==> config.mk <==
export PLATFORM = sky130hd
export DESIGN_NAME = uart_serial_tx
export DESIGN_NICKNAME = d
export VERILOG_FILES = /design/src/rtl/uart_serial_tx.sv
export SDC_FILE = /design/constraint.sdc
export NUM_CORES = 1
export LEC_CHECK = 0
export ABC_AREA = 1
export CORE_ASPECT_RATIO = 0.9
export CORE_MARGIN = 5
export CORE_UTILIZATION = 36
export DETAILED_ROUTE_END_ITERATION = 12
export PLACE_DENSITY_LB_ADDON = 0.2
export SYNTH_ARGS = -nofsm -noshare
export SYNTH_HDL_FRONTEND = slang
export SYNTH_SLANG_ARGS = --single-unit
==> constraint.sdc <==
create_clock -name clk -period 2.7 [get_ports clk]
set_input_delay 0.81 -clock clk [delete_from_list [all_inputs] [get_ports clk]]
set_output_delay 0.81 -clock clk [all_outputs]
set_load 0.1 [all_outputs]
==> src/rtl/uart_serial_tx.sv <==
// 8N1 UART transmitter: ready/valid byte input buffered in a small FIFO,
// serialized LSB first on a registered, idle-high TX line.
module uart_serial_tx #(
    parameter int unsigned CLOCK_FREQ = 50_000_000,
    parameter int unsigned BAUD_RATE  = 115_200,
    parameter int unsigned FIFO_DEPTH = 4
) (
    input  logic       clk,
    input  logic       reset,
    input  logic [7:0] data_in,
    input  logic       data_in_valid,
    output logic       data_in_ready,
    output logic       serial_out,
    output logic       busy
);

    localparam int unsigned Cpb   = CLOCK_FREQ / BAUD_RATE;
    localparam int unsigned BaudW = (Cpb > 1) ? $clog2(Cpb) : 1;
    localparam int unsigned PtrW  = $clog2(FIFO_DEPTH);
    localparam int unsigned CntW  = PtrW + 1;

    localparam logic [BaudW-1:0] BaudLast = BaudW'(Cpb - 1);
    localparam logic [CntW-1:0]  CntFull  = CntW'(FIFO_DEPTH);

    typedef enum logic [1:0] {StIdle, StStart, StData, StStop} state_e;

    state_e            state_q, state_d;
    logic [BaudW-1:0]  baud_q, baud_d;
    logic [2:0]        bit_q, bit_d;
    logic [7:0]        shift_q, shift_d;
    logic [PtrW-1:0]   wr_ptr_q, wr_ptr_d;
    logic [PtrW-1:0]   rd_ptr_q, rd_ptr_d;
    logic [CntW-1:0]   cnt_q, cnt_d;
    logic              serial_q, serial_d;
    logic [7:0]        mem_q [FIFO_DEPTH];

    logic fifo_empty;
    logic push;
    logic pop;
    logic baud_end;

    assign fifo_empty = (cnt_q == '0);
    assign push       = data_in_valid && data_in_ready;
    assign baud_end   = (baud_q == BaudLast);

    // State register
    always_ff @(posedge clk) begin
        if (reset) begin
            state_q  <= StIdle;
            baud_q   <= '0;
            bit_q    <= '0;
            shift_q  <= '0;
            wr_ptr_q <= '0;
            rd_ptr_q <= '0;
            cnt_q    <= '0;
            serial_q <= 1'b1;
        end else begin
            state_q  <= state_d;
            baud_q   <= baud_d;
            bit_q    <= bit_d;
            shift_q  <= shift_d;
            wr_ptr_q <= wr_ptr_d;
            rd_ptr_q <= rd_ptr_d;
            cnt_q    <= cnt_d;
            serial_q <= serial_d;
        end
    end

    // FIFO storage needs no reset; occupancy is tracked by cnt_q.
    always_ff @(posedge clk) begin
        if (push) begin
            mem_q[wr_ptr_q] <= data_in;
        end
    end

    // Next-state logic
    always_comb begin
        state_d = state_q;
        baud_d  = baud_q;
        bit_d   = bit_q;
        shift_d = shift_q;
        pop     = 1'b0;

        unique case (state_q)
            StIdle: begin
                if (!fifo_empty) begin
                    pop     = 1'b1;
                    shift_d = mem_q[rd_ptr_q];
                    baud_d  = '0;
                    state_d = StStart;
                end
            end
            StStart: begin
                if (baud_end) begin
                    baud_d  = '0;
                    bit_d   = '0;
                    state_d = StData;
                end else begin
                    baud_d = baud_q + BaudW'(1);
                end
            end
            StData: begin
                if (baud_end) begin
                    baud_d  = '0;
                    shift_d = {1'b0, shift_q[7:1]};
                    if (bit_q == 3'd7) begin
                        state_d = StStop;
                    end else begin
                        bit_d = bit_q + 3'd1;
                    end
                end else begin
                    baud_d = baud_q + BaudW'(1);
                end
            end
            StStop: begin
                if (baud_end) begin
                    baud_d = '0;
                    // Back-to-back frames: pop straight into START, no idle bit.
                    if (!fifo_empty) begin
                        pop     = 1'b1;
                        shift_d = mem_q[rd_ptr_q];
                        state_d = StStart;
                    end else begin
                        state_d = StIdle;
                    end
                end else begin
                    baud_d = baud_q + BaudW'(1);
                end
            end
            default: state_d = StIdle;
        endcase

        wr_ptr_d = push ? wr_ptr_q + PtrW'(1) : wr_ptr_q;
        rd_ptr_d = pop  ? rd_ptr_q + PtrW'(1) : rd_ptr_q;
        unique case ({push, pop})
            2'b10:   cnt_d = cnt_q + CntW'(1);
            2'b01:   cnt_d = cnt_q - CntW'(1);
            default: cnt_d = cnt_q;
        endcase
    end

    // Outputs: line level is registered, so it trails the state by one cycle.
    always_comb begin
        unique case (state_q)
            StIdle:  serial_d = 1'b1;
            StStart: serial_d = 1'b0;
            StData:  serial_d = shift_q[0];
            StStop:  serial_d = 1'b1;
            default: serial_d = 1'b1;
        endcase
        serial_out    = serial_q;
        data_in_ready = (cnt_q != CntFull);
        busy          = (state_q != StIdle) || !fifo_empty;
    end

endmodule

==> flow_metrics.py, run 1 <==
metrics = {
    "synth": {
        "synth-seq-area-share_pct": 53.4,
        "synth_warnings": 0,
        "synth_area_um2": 3000,
        "ys.flop_type": "edfxtp_1",
        "avgSynthCellArea_um2": 8.52,
        "synthArstFlopShare_pct": 0,
        "syn_nets": 378,
        "synth_edf_count": 32,
        "ys_types": 29,
        "ys_seq_elements": 64,
        "syn_inst": 352,
    },
    "power_and_ir_drop": {
        "cellLeakagePower_nw": 1.46,
        "vdd.ir_drop.worst_v": 0.000364,
        "power_density_nw_per_um2": 1070,
    },
    "grt": {
        "grt_pass1_wl_um": 9720,
        "grt_max_degree": 18,
        "grt_pass1_vias": 2060,
        "antenna_found_initial": 0,
        "grt-ovfl-total": 0,
        "grt_usage_pct": 12.2,
    },
    "placed_design": {
        "dpl.hpwl_um": 3910,
        "port_buffers": 13,
        "gp_congestion": 0.789,
    },
    "sta": {
        "worstMarginPinSlew_ns": 0.607,
        "timing.fmax_ghz": 0.444,
        "holdWs_ns": 0.477,
        "setup_violations": 0,
        "slew_headroom_pct": 59.5,
        "fin_skew_ns": 0.00887,
        "tns_ns": 0,
        "post-route-min-period_ns": 2.25,
        "min_period_over_period_pct": 83.4,
        "rsz0062_at_grt": "false",
        "hold_viol": 0,
        "drv_slew": 0,
    },
    "critical_path": {
        "path_cells": "inv_1 > ha_1 > nand3_1 > buf_12",
        "arrival_ns": 1.44,
        "crit_family": "flip-flops",
        "worstPathRequired_ns": 1.89,
        "cp_slowest_stage_delay_ns": 0.41,
        "critical_path.slowest_cell": "dfxtp_1",
        "worst_setup_path_start_kind": "register",
        "worstSetupPathType": "register to output pin",
        "cp_num_buf_inv": 2,
        "worstPathMaxFanout": 5,
        "end_kind": "output pin",
    },
    "finish": {
        "diodes": 0,
        "mostFrequentLayoutCells": "nand2_1 (78), nor2_1 (64), dfxtp_1 (32), edfxtp_1 (32), inv_1 (30)",
        "areaGrowthSynthToFinish_pct": 17.5,
        "mostFrequentLayoutCell": "nand2_1",
        "final_layout_size_suffix_gt1_share_pct": 12.3,
        "nets": 402,
        "nFillCells": 790,
    },
    "floorplan": {
        "io_pins": 14,
        "die_h_um": 96.6,
        "fp-row-count": 31,
        "dieWidth_um": 106,
        "initial_core_util_pct": 37.0,
        "die_area_um2": 10300,
        "core_area_um2": 8110,
    },
    "clock_network": {
        "clk_path_buf_depth": 2,
        "ctsHoldBuffers": 0,
        "clk_pin_slew_ns": 0.08,
        "htree_levels": 3,
        "clock_sinks": 64,
        "clkLatencyLatePin_ns": 0.35,
        "post_cts_buffers": 0,
        "cts_tree": "built",
        "ctsResizeCount": 0,
        "cts-root-buf": "clkbuf_8",
        "numCtsBuffers": 9,
    },
    "drt": {
        "detail-route-antenna-nets": 0,
        "drtIter0Drc": 95,
        "vias_per_cell": 4.56,
        "routed-wl-met3_um": 180,
        "wl_met1_um": 2890,
        "drc": 0,
        "vias": 2189,
        "route.met2.wl_um": 2520,
        "wl_um": 5650,
        "wl_per_cell_um": 11.8,
        "highest_layer": "met4",
        "dr.pass1.iters": 4,
    },
    "min_path": {
        "hold_path.class": "register to register",
    },
    "run_status": {
        "outcome": "finished, final reports clean",
    },
    "flow_run": {
        "drv_cap": 0,
    },
}
metrics by stage:
step	instance area, µm²	std cells	power [mW]	util [%]	worst slack [ns]
floorplan	3000	352	2.45	-	0.0509
finish	3520	480	3.77	43.5	0.448
global placement	3280	464	2.75	40.4	0.225
detailed placement	3280	464	2.77	40.4	0.207
global route	3520	480	4.06	43.5	0.198
CTS	3520	480	3.82	43.5	0.422
layer usage:
metal	up-vias	GRT usage (%)
met3	8	4.32
li1	1181	-
met5	-	0
met2	18	19.3
met4	0	4.53
met1	982	15.6
power by group:
group | switching (mW) | internal [mW]
clock | 0.414 | 0.625
sequential | 0.140 | 1.19
combinational | 0.923 | 0.479
total | 1.48 | 2.29
logic make-up after synthesis:
logic type | Yosys count | share of synthesized area (%)
buffers and inverters | 48 | 6.55
adder cells (fa/ha/maj) | 15 | 6.51
AND/OR/NAND/NOR | 168 | 23.1
flip-flops | 64 | 53.4
XOR/XNOR | 3 | 0.876
AO/OA/AOI/OAI | 54 | 9.60
Yosys cell counts, drive strengths merged (3+ instances only):
master	count	area share (%)
nand4	3	0.63
nand3	10	1.8
xor2	3	0.88
o21ai	33	5.8
dfxtp	32	21
a21oi	17	2.8
nor2	67	8.6
edfxtp	32	32
nand2	84	11
ha	14	5.8
buf	8	1.5
inv	37	4.6
registers in the layout, summed over array words and instances (netlist names), named ones only:
register / flops
mem_q: 32
baud_q: 9
shift_q: 8
bit_q: 3
cnt_q: 3
rd_ptr_q: 2
state_q: 2
wr_ptr_q: 2
serial_out: 1
worst min-delay path: stages (launching register included):
cell and delay [ns]:
dfxtp_1 0.34, inv_2 0.06, a21oi_1 0.05
layout make-up:
type	count	area (µm²)	area share, %
tap	99	124	3.51
multi-input combinational	240	1200	34.1
clock buffer	9	124	3.51
sequential	64	1600	45.4
timing repair buffer	22	203	5.75
inverter	39	146	4.15
clock inverter	7	125	3.55
final timing paths:
check                          startpoint                      to  slack, ns  cells past startpoint
setup / recovery  state_q[0]$_SDFFE_PP0P_                    busy       0.45                      4
hold / removal     baud_q[6]$_SDFFE_PP0P_  baud_q[6]$_SDFFE_PP0P_       0.48                      2
setup reg to reg   baud_q[1]$_SDFFE_PP0P_   cnt_q[2]$_SDFFE_PP0P_       0.45                     16
hold reg to reg    baud_q[6]$_SDFFE_PP0P_  baud_q[6]$_SDFFE_PP0P_       0.48                      2
(Power assumes the default switching activity.)
==> run 2: changes to the inputs <==
Clock period 2.7 ns to 1.9 ns, I/O delays scaled along.
==> run 2 against run 1 <==
Net effect:
- the flow now finishes with violations (negative setup slack)
- wire length is 5.6% higher
- first-iteration DRC count is 17% higher
- setup slack got worse by 0.49 ns
- global-route usage rose by 0.66 points
- hold slack lost 0.0049 ns
- via count is 6.9% higher
- critical endpoint is now cnt_q[2]$_SDFFE_PP0P_
==> flow_metrics.py, run 2 (synthesized netlist as in run 1, its figures left out) <==
metrics = {
    "grt": {
        "grt_pass1_vias": 2241,
        "grt-ovfl-total": 0,
        "grt_max_degree": 17,
        "grt_pass1_wl_um": 10300,
        "grt_usage_pct": 12.9,
        "antenna_found_initial": 0,
    },
    "floorplan": {
        "dieWidth_um": 106,
        "die_h_um": 96.6,
        "io_pins": 14,
        "die_area_um2": 10300,
        "initial_core_util_pct": 37.0,
        "fp-row-count": 31,
        "core_area_um2": 8110,
    },
    "sta": {
        "rsz0062_at_grt": "true",
        "finalWorstSetupSlack_ns": -0.0402,
        "holdWs_ns": 0.472,
        "hold_viol": 0,
        "setup_violations": 1,
        "tns_ns": -0.0402,
        "worstMarginPinSlew_ns": 0.527,
        "timing.fmax_ghz": 0.515,
        "post-route-min-period_ns": 1.94,
        "slew_headroom_pct": 64.8,
        "drv_slew": 0,
        "min_period_over_period_pct": 102,
        "fin_skew_ns": 0.0130,
    },
    "critical_path": {
        "worstSetupPathType": "register to register",
        "worstPathMaxFanout": 2,
        "worstPathRequired_ns": 2.19,
        "worst_setup_path_start_kind": "register",
        "arrival_ns": 2.23,
        "end_kind": "register",
    },
    "drt": {
        "drtIter0Drc": 111,
        "dr.pass1.iters": 4,
        "wl_per_cell_um": 11.7,
        "drc": 0,
        "detail-route-antenna-nets": 0,
        "wl_um": 5970,
        "vias": 2340,
        "vias_per_cell": 4.59,
    },
    "flow_run": {
        "drv_cap": 0,
    },
    "finish": {
        "final_layout_size_suffix_gt1_share_pct": 24.6,
        "nFillCells": 759,
        "largestRegisters": "mem_q (32), baud_q (9), shift_q (8)",
        "largest_register_ffs": 32,
        "mostFrequentLayoutCells": "nand2_1 (71), nor2_1 (63), buf_4 (37)",
        "regArea_um2": 1610,
        "multi_input_area_um2": 1310,
        "top_register": "mem_q",
        "final_area_um2": 3840,
        "nets": 432,
        "diodes": 0,
        "areaGrowthSynthToFinish_pct": 28.2,
        "final_util_pct": 47.4,
        "mostFrequentLayoutCell": "nand2_1",
    },
    "run_status": {
        "outcome": "complete, but fails checks",
        "violations": "negative setup slack",
    },
    "placed_design": {
        "placed_area_um2": 3540,
        "port_buffers": 13,
        "gp_congestion": 0.822,
        "dpl.hpwl_um": 4150,
    },
    "clock_network": {
        "clock_sinks": 64,
        "htree_levels": 3,
        "cts_tree": "built",
        "clkLatencyLatePin_ns": 0.35,
        "clk_pin_slew_ns": 0.08,
        "clk_path_buf_depth": 2,
        "numCtsBuffers": 9,
        "ctsHoldBuffers": 0,
        "cts-root-buf": "clkbuf_8",
    },
    "power_and_ir_drop": {
        "power_density_nw_per_um2": 1450,
        "cellLeakagePower_nw": 1.62,
        "vdd.ir_drop.worst_v": 0.000563,
    },
    "min_path": {
        "hold_path.class": "register to register",
    },
}
-- run 2: cell count changes in the layout (fill, tap and decap cells not counted), sizes merged --
cell / delta
inv: -3
clkinv: +4
clkinvlp: +1
bufinv: -2
buf: +30
-- run 2: area by class of cell --
cell class	count	share of cell area, %
Sequential cell	64	41.9
Tap cell	99	3.22
Timing Repair Buffer	52	12.0
Multi-Input combinational cell	240	34.0
Clock buffer	9	3.22
Clock inverter	7	1.89
Inverter	39	3.81
-- run 2: metal layers --
| layer | up-vias | routed length [µm] | track usage (%) |
|---|---|---|---|
| li1 | 1240 | - | - |
| met1 | 1054 | 2970 | 16.9 |
| met2 | 35 | 2670 | 19.8 |
| met3 | 11 | 229 | 4.05 |
| met4 | 0 | 92 | 5.50 |
| met5 | - | 0 | 0 |
-- run 2: worst max-delay path, cell delays in order, from the launching register on --
cell     delay [ns]
dfxtp_2        0.34
inv_2          0.04
ha_4           0.14
nand2_2        0.06
inv_2          0.04
nand2_2        0.07
nor2_4         0.04
nand2_2        0.07
nand2_2        0.06
nand2_2        0.07
inv_2          0.05
ha_4           0.16
fa_2           0.34
a21oi_2        0.12
o21a_1         0.14
o21ai_1        0.06
a21oi_1        0.10
-- run 2: path summary, 6_finish.rpt --
path | start | to | slack, ns | cells after the start
worst max register to register | baud_q[1]$_SDFFE_PP0P_ | cnt_q[2]$_SDFFE_PP0P_ | -0.04 | 16
worst max-delay path | baud_q[1]$_SDFFE_PP0P_ | cnt_q[2]$_SDFFE_PP0P_ | -0.04 | 16
worst min register to register | bit_q[1]$_SDFFE_PP0P_ | bit_q[1]$_SDFFE_PP0P_ | 0.47 | 2
worst min-delay path | bit_q[1]$_SDFFE_PP0P_ | bit_q[1]$_SDFFE_PP0P_ | 0.47 | 2
-- run 2: per-stage QoR --
step | power [mW] | worst slack (ns) | instances
6_report | 5.58 | -0.0402 | 510
5_1_grt | 6.01 | -0.182 | 510
4_1_cts | 5.55 | -0.0443 | 508
3_5_place_dp | 4.30 | -0.274 | 490
3_3_place_gp | 4.27 | -0.250 | 490
2_1_floorplan | 3.57 | -0.0679 | 352
-- run 2: power breakdown --
part           internal (mW)  leakage, nW  total, mW  switching [mW]
registers               1.70        0.558       1.87           0.167
clock network          0.605       0.0968       1.16           0.556
logic                   1.03        0.963       2.56            1.53
-- run 2: what timing repair did --
action	CTS	global route
setup buffers	2	2
endpoints found under the setup margin	3	3
resized for setup	9	13
pin swaps	9	3
cloned	0	0
==> RTL change (config.mk and constraints of run 1) <==
Change the parameter `FIFO_DEPTH` from 4 to 2.
--- a/src/rtl/uart_serial_tx.sv
+++ b/src/rtl/uart_serial_tx.sv
@@ -4,5 +4,5 @@
     parameter int unsigned CLOCK_FREQ = 50_000_000,
     parameter int unsigned BAUD_RATE  = 115_200,
-    parameter int unsigned FIFO_DEPTH = 4
+    parameter int unsigned FIFO_DEPTH = 2
 ) (
     input  logic       clk,
Behaviour: not the same (a bounded check fails within 4 cycles, from zero or initial values and one cycle with reset high).
==> RTL change against run 1 <==
Design area fell by 30%. Die area shrank 25%. Power decreased by 29%. Setup slack gained 38 ps. Highest routed layer unchanged. Count of clock-buffer cells in the layout down 4. Critical path depth unchanged. Largest cell class unchanged. Wire length down 28%. Sequential cell count shrank 20. Area after synthesis down 28%. Global-route usage decreased by 0.87 points.
==> RTL change: results (changes against run 1) <==
Placed design
  • Pre-CTS WS: 437 ps (was 207 ps)
  • PortBufs: 13 (unchanged)
  • Area of placed instances: 2360 µm² (was 3280 µm²)
  • HPWL after DPL: 2940 µm (was 3910 µm)
  • GP Congestion: 0.783 (was 0.789)

Status
  • Status: complete, no violations (unchanged)

Clocking
  • Num CTS Buffers: 5 (was 9)
  • Max Root-Sink Buffers: 2 (unchanged)
  • Root Driver: clkbuf_8 (unchanged)
  • Post-CTS sizing: 0 (unchanged)
  • Clock Pin Slew Worst Setup and Hold Paths: approximately 90 ps
  • Setup Fix Bufs, Post-CTS: 0 (unchanged)
  • Clock latency on the worst-skew pair: 300 ps (was 350 ps)
  • H-tree depth: 2 (was 3)

Pwr
  • Maximum vdd drop: 449 µV (was 364 µV)
  • Sw Share: 42.9% (was 39.2%)
  • Pleak: 1.02 nW (was 1.46 nW)

Cells and area
  • Layout Nets: 294 (was 402)
  • Largest regs: mem_q: 16 flops, baud_q: 9 flops, shift_q: 8 flops (was mem_q: 32 flops, baud_q: 9 flops, shift_q: 8 flops)
  • Fill cell count: 570 (was 790)
  • Diodes inserted: 0 (unchanged)
  • Share of layout cells above drive strength 1: 12.4% (was 12.3%)

Yosys
  • Unique masters post-synth: 28 (was 29)
  • Post-synth EDFFs: 16 (was 32)
  • YS warnings: 0 (unchanged)
  • Most common library cells after synthesis: 52 x nand2_1, 36 x nor2_1, 28 x dfxtp_1 (was 78 x nand2_1, 64 x nor2_1, 32 x dfxtp_1, 32 x edfxtp_1, 30 x inv_1)
  • Syn_nets: 276 (was 378)
  • Synth top area cells: dfxtp_1 26%, edfxtp_1 22%, nand2_1 9.0% (was edfxtp_1 32%, dfxtp_1 21%, nand2_1 9.8%)
  • Post-synthesis sequential area ratio: 48.1% (was 53.4%)
  • Ys async rst share: 0% (unchanged)

Global route
  • Initial antenna violation count: 0 (unchanged)
  • Gr usage total: 11.4% (was 12.2%)
  • Vias in the first global route: 1449 (was 2060)
  • First-pass GRT wire length: 6980 µm (was 9720 µm)
  • Largest net degree at the start of global routing: 22 (was 18)

STA
  • Worst-Margin Slew: 432 ps (was 607 ps)
  • Final Skew: 5.89 ps (was 8.87 ps)

Setup path
  • Max incr delay on CP: ~400 ps
  • Crit path max fanout: 8 (was 5)
  • Arrival time worst endpoint: 1400 ps (was 1440 ps)
  • Slowest CP cell: dfxtp_1 (unchanged)

Hold path
  • Worst Hold Class: flop to flop (unchanged)

Detailed routing
  • Initial DRT Pass Iterations: 4 (unchanged)
  • Vias per cell: 4.75 (was 4.56)
  • Starting DRT DRC Count: 114 (was 95)
  • WL/cell: 11.9 µm (was 11.8 µm)
==> RTL change: cells by family after synthesis <==
kind of cell / count (synthesis) / share of synthesized area [%]
simple gates: 124 / 26.6
compound gates: 49 / 13.0
flops: 44 / 48.1
buf+inv: 28 / 6.53
fa+ha+maj: 10 / 5.78
==> RTL change: worst paths after layout <==
path | slack (ps) | from | cells after the start | end
worst max-delay path | 490 | state_q[0]$_SDFFE_PP0P_ | 4 | busy
worst min-delay path | 480 | bit_q[2]$_SDFFE_PP0P_ | 1 | bit_q[2]$_SDFFE_PP0P_
worst max register to register | 690 | baud_q[0]$_SDFFE_PP0P_ | 10 | cnt_q[1]$_SDFFE_PP0P_
worst min register to register | 480 | bit_q[2]$_SDFFE_PP0P_ | 1 | bit_q[2]$_SDFFE_PP0P_
==> RTL change: metal layers <==
metal	track usage, %	routed length, µm
met5	0	0
met4	4.05	65
met3	3.61	183
met2	14.5	1530
met1	17.4	2310
==> RTL change: worst max-delay path, delay by kind of cell, from the launching register on <==
family / cells / cell delay [ps]
buffers and inverters: 2 / 300
AND/OR/NAND/NOR: 1 / 140
adder cells (fa/ha/maj): 1 / 250
flip-flops: 1 / 400
==> RTL change: power groups by stage <==
stage / registers [mW] / logic [mW] / clock network [mW]
after floorplan: 0.950 / 0.968 / 0
after global placement: 0.937 / 1.23 / 0
after detailed placement: 0.936 / 1.23 / 0
after CTS: 0.921 / 1.23 / 0.540
after global routing: 0.940 / 1.37 / 0.574
final: 0.920 / 1.23 / 0.525
==> RTL change: area by class of cell <==
type / instances / area (µm²) / share of cell area, %
clock buffer: 5 / 68.8 / 2.78
clock inverter: 3 / 46.3 / 1.87
inverter: 21 / 78.8 / 3.18
multi-input combinational: 183 / 982 / 39.6
sequential: 44 / 1040 / 42.0
tap: 70 / 87.6 / 3.54
timing repair buffer: 18 / 173 / 6.97
==> RTL change: metrics by stage <==
step           instances  util [%]
2_1_floorplan        255         -
3_3_place_gp         336      41.0
3_5_place_dp         336      41.0
4_1_cts              344      43.0
5_1_grt              344      43.0
6_report             344      43.0
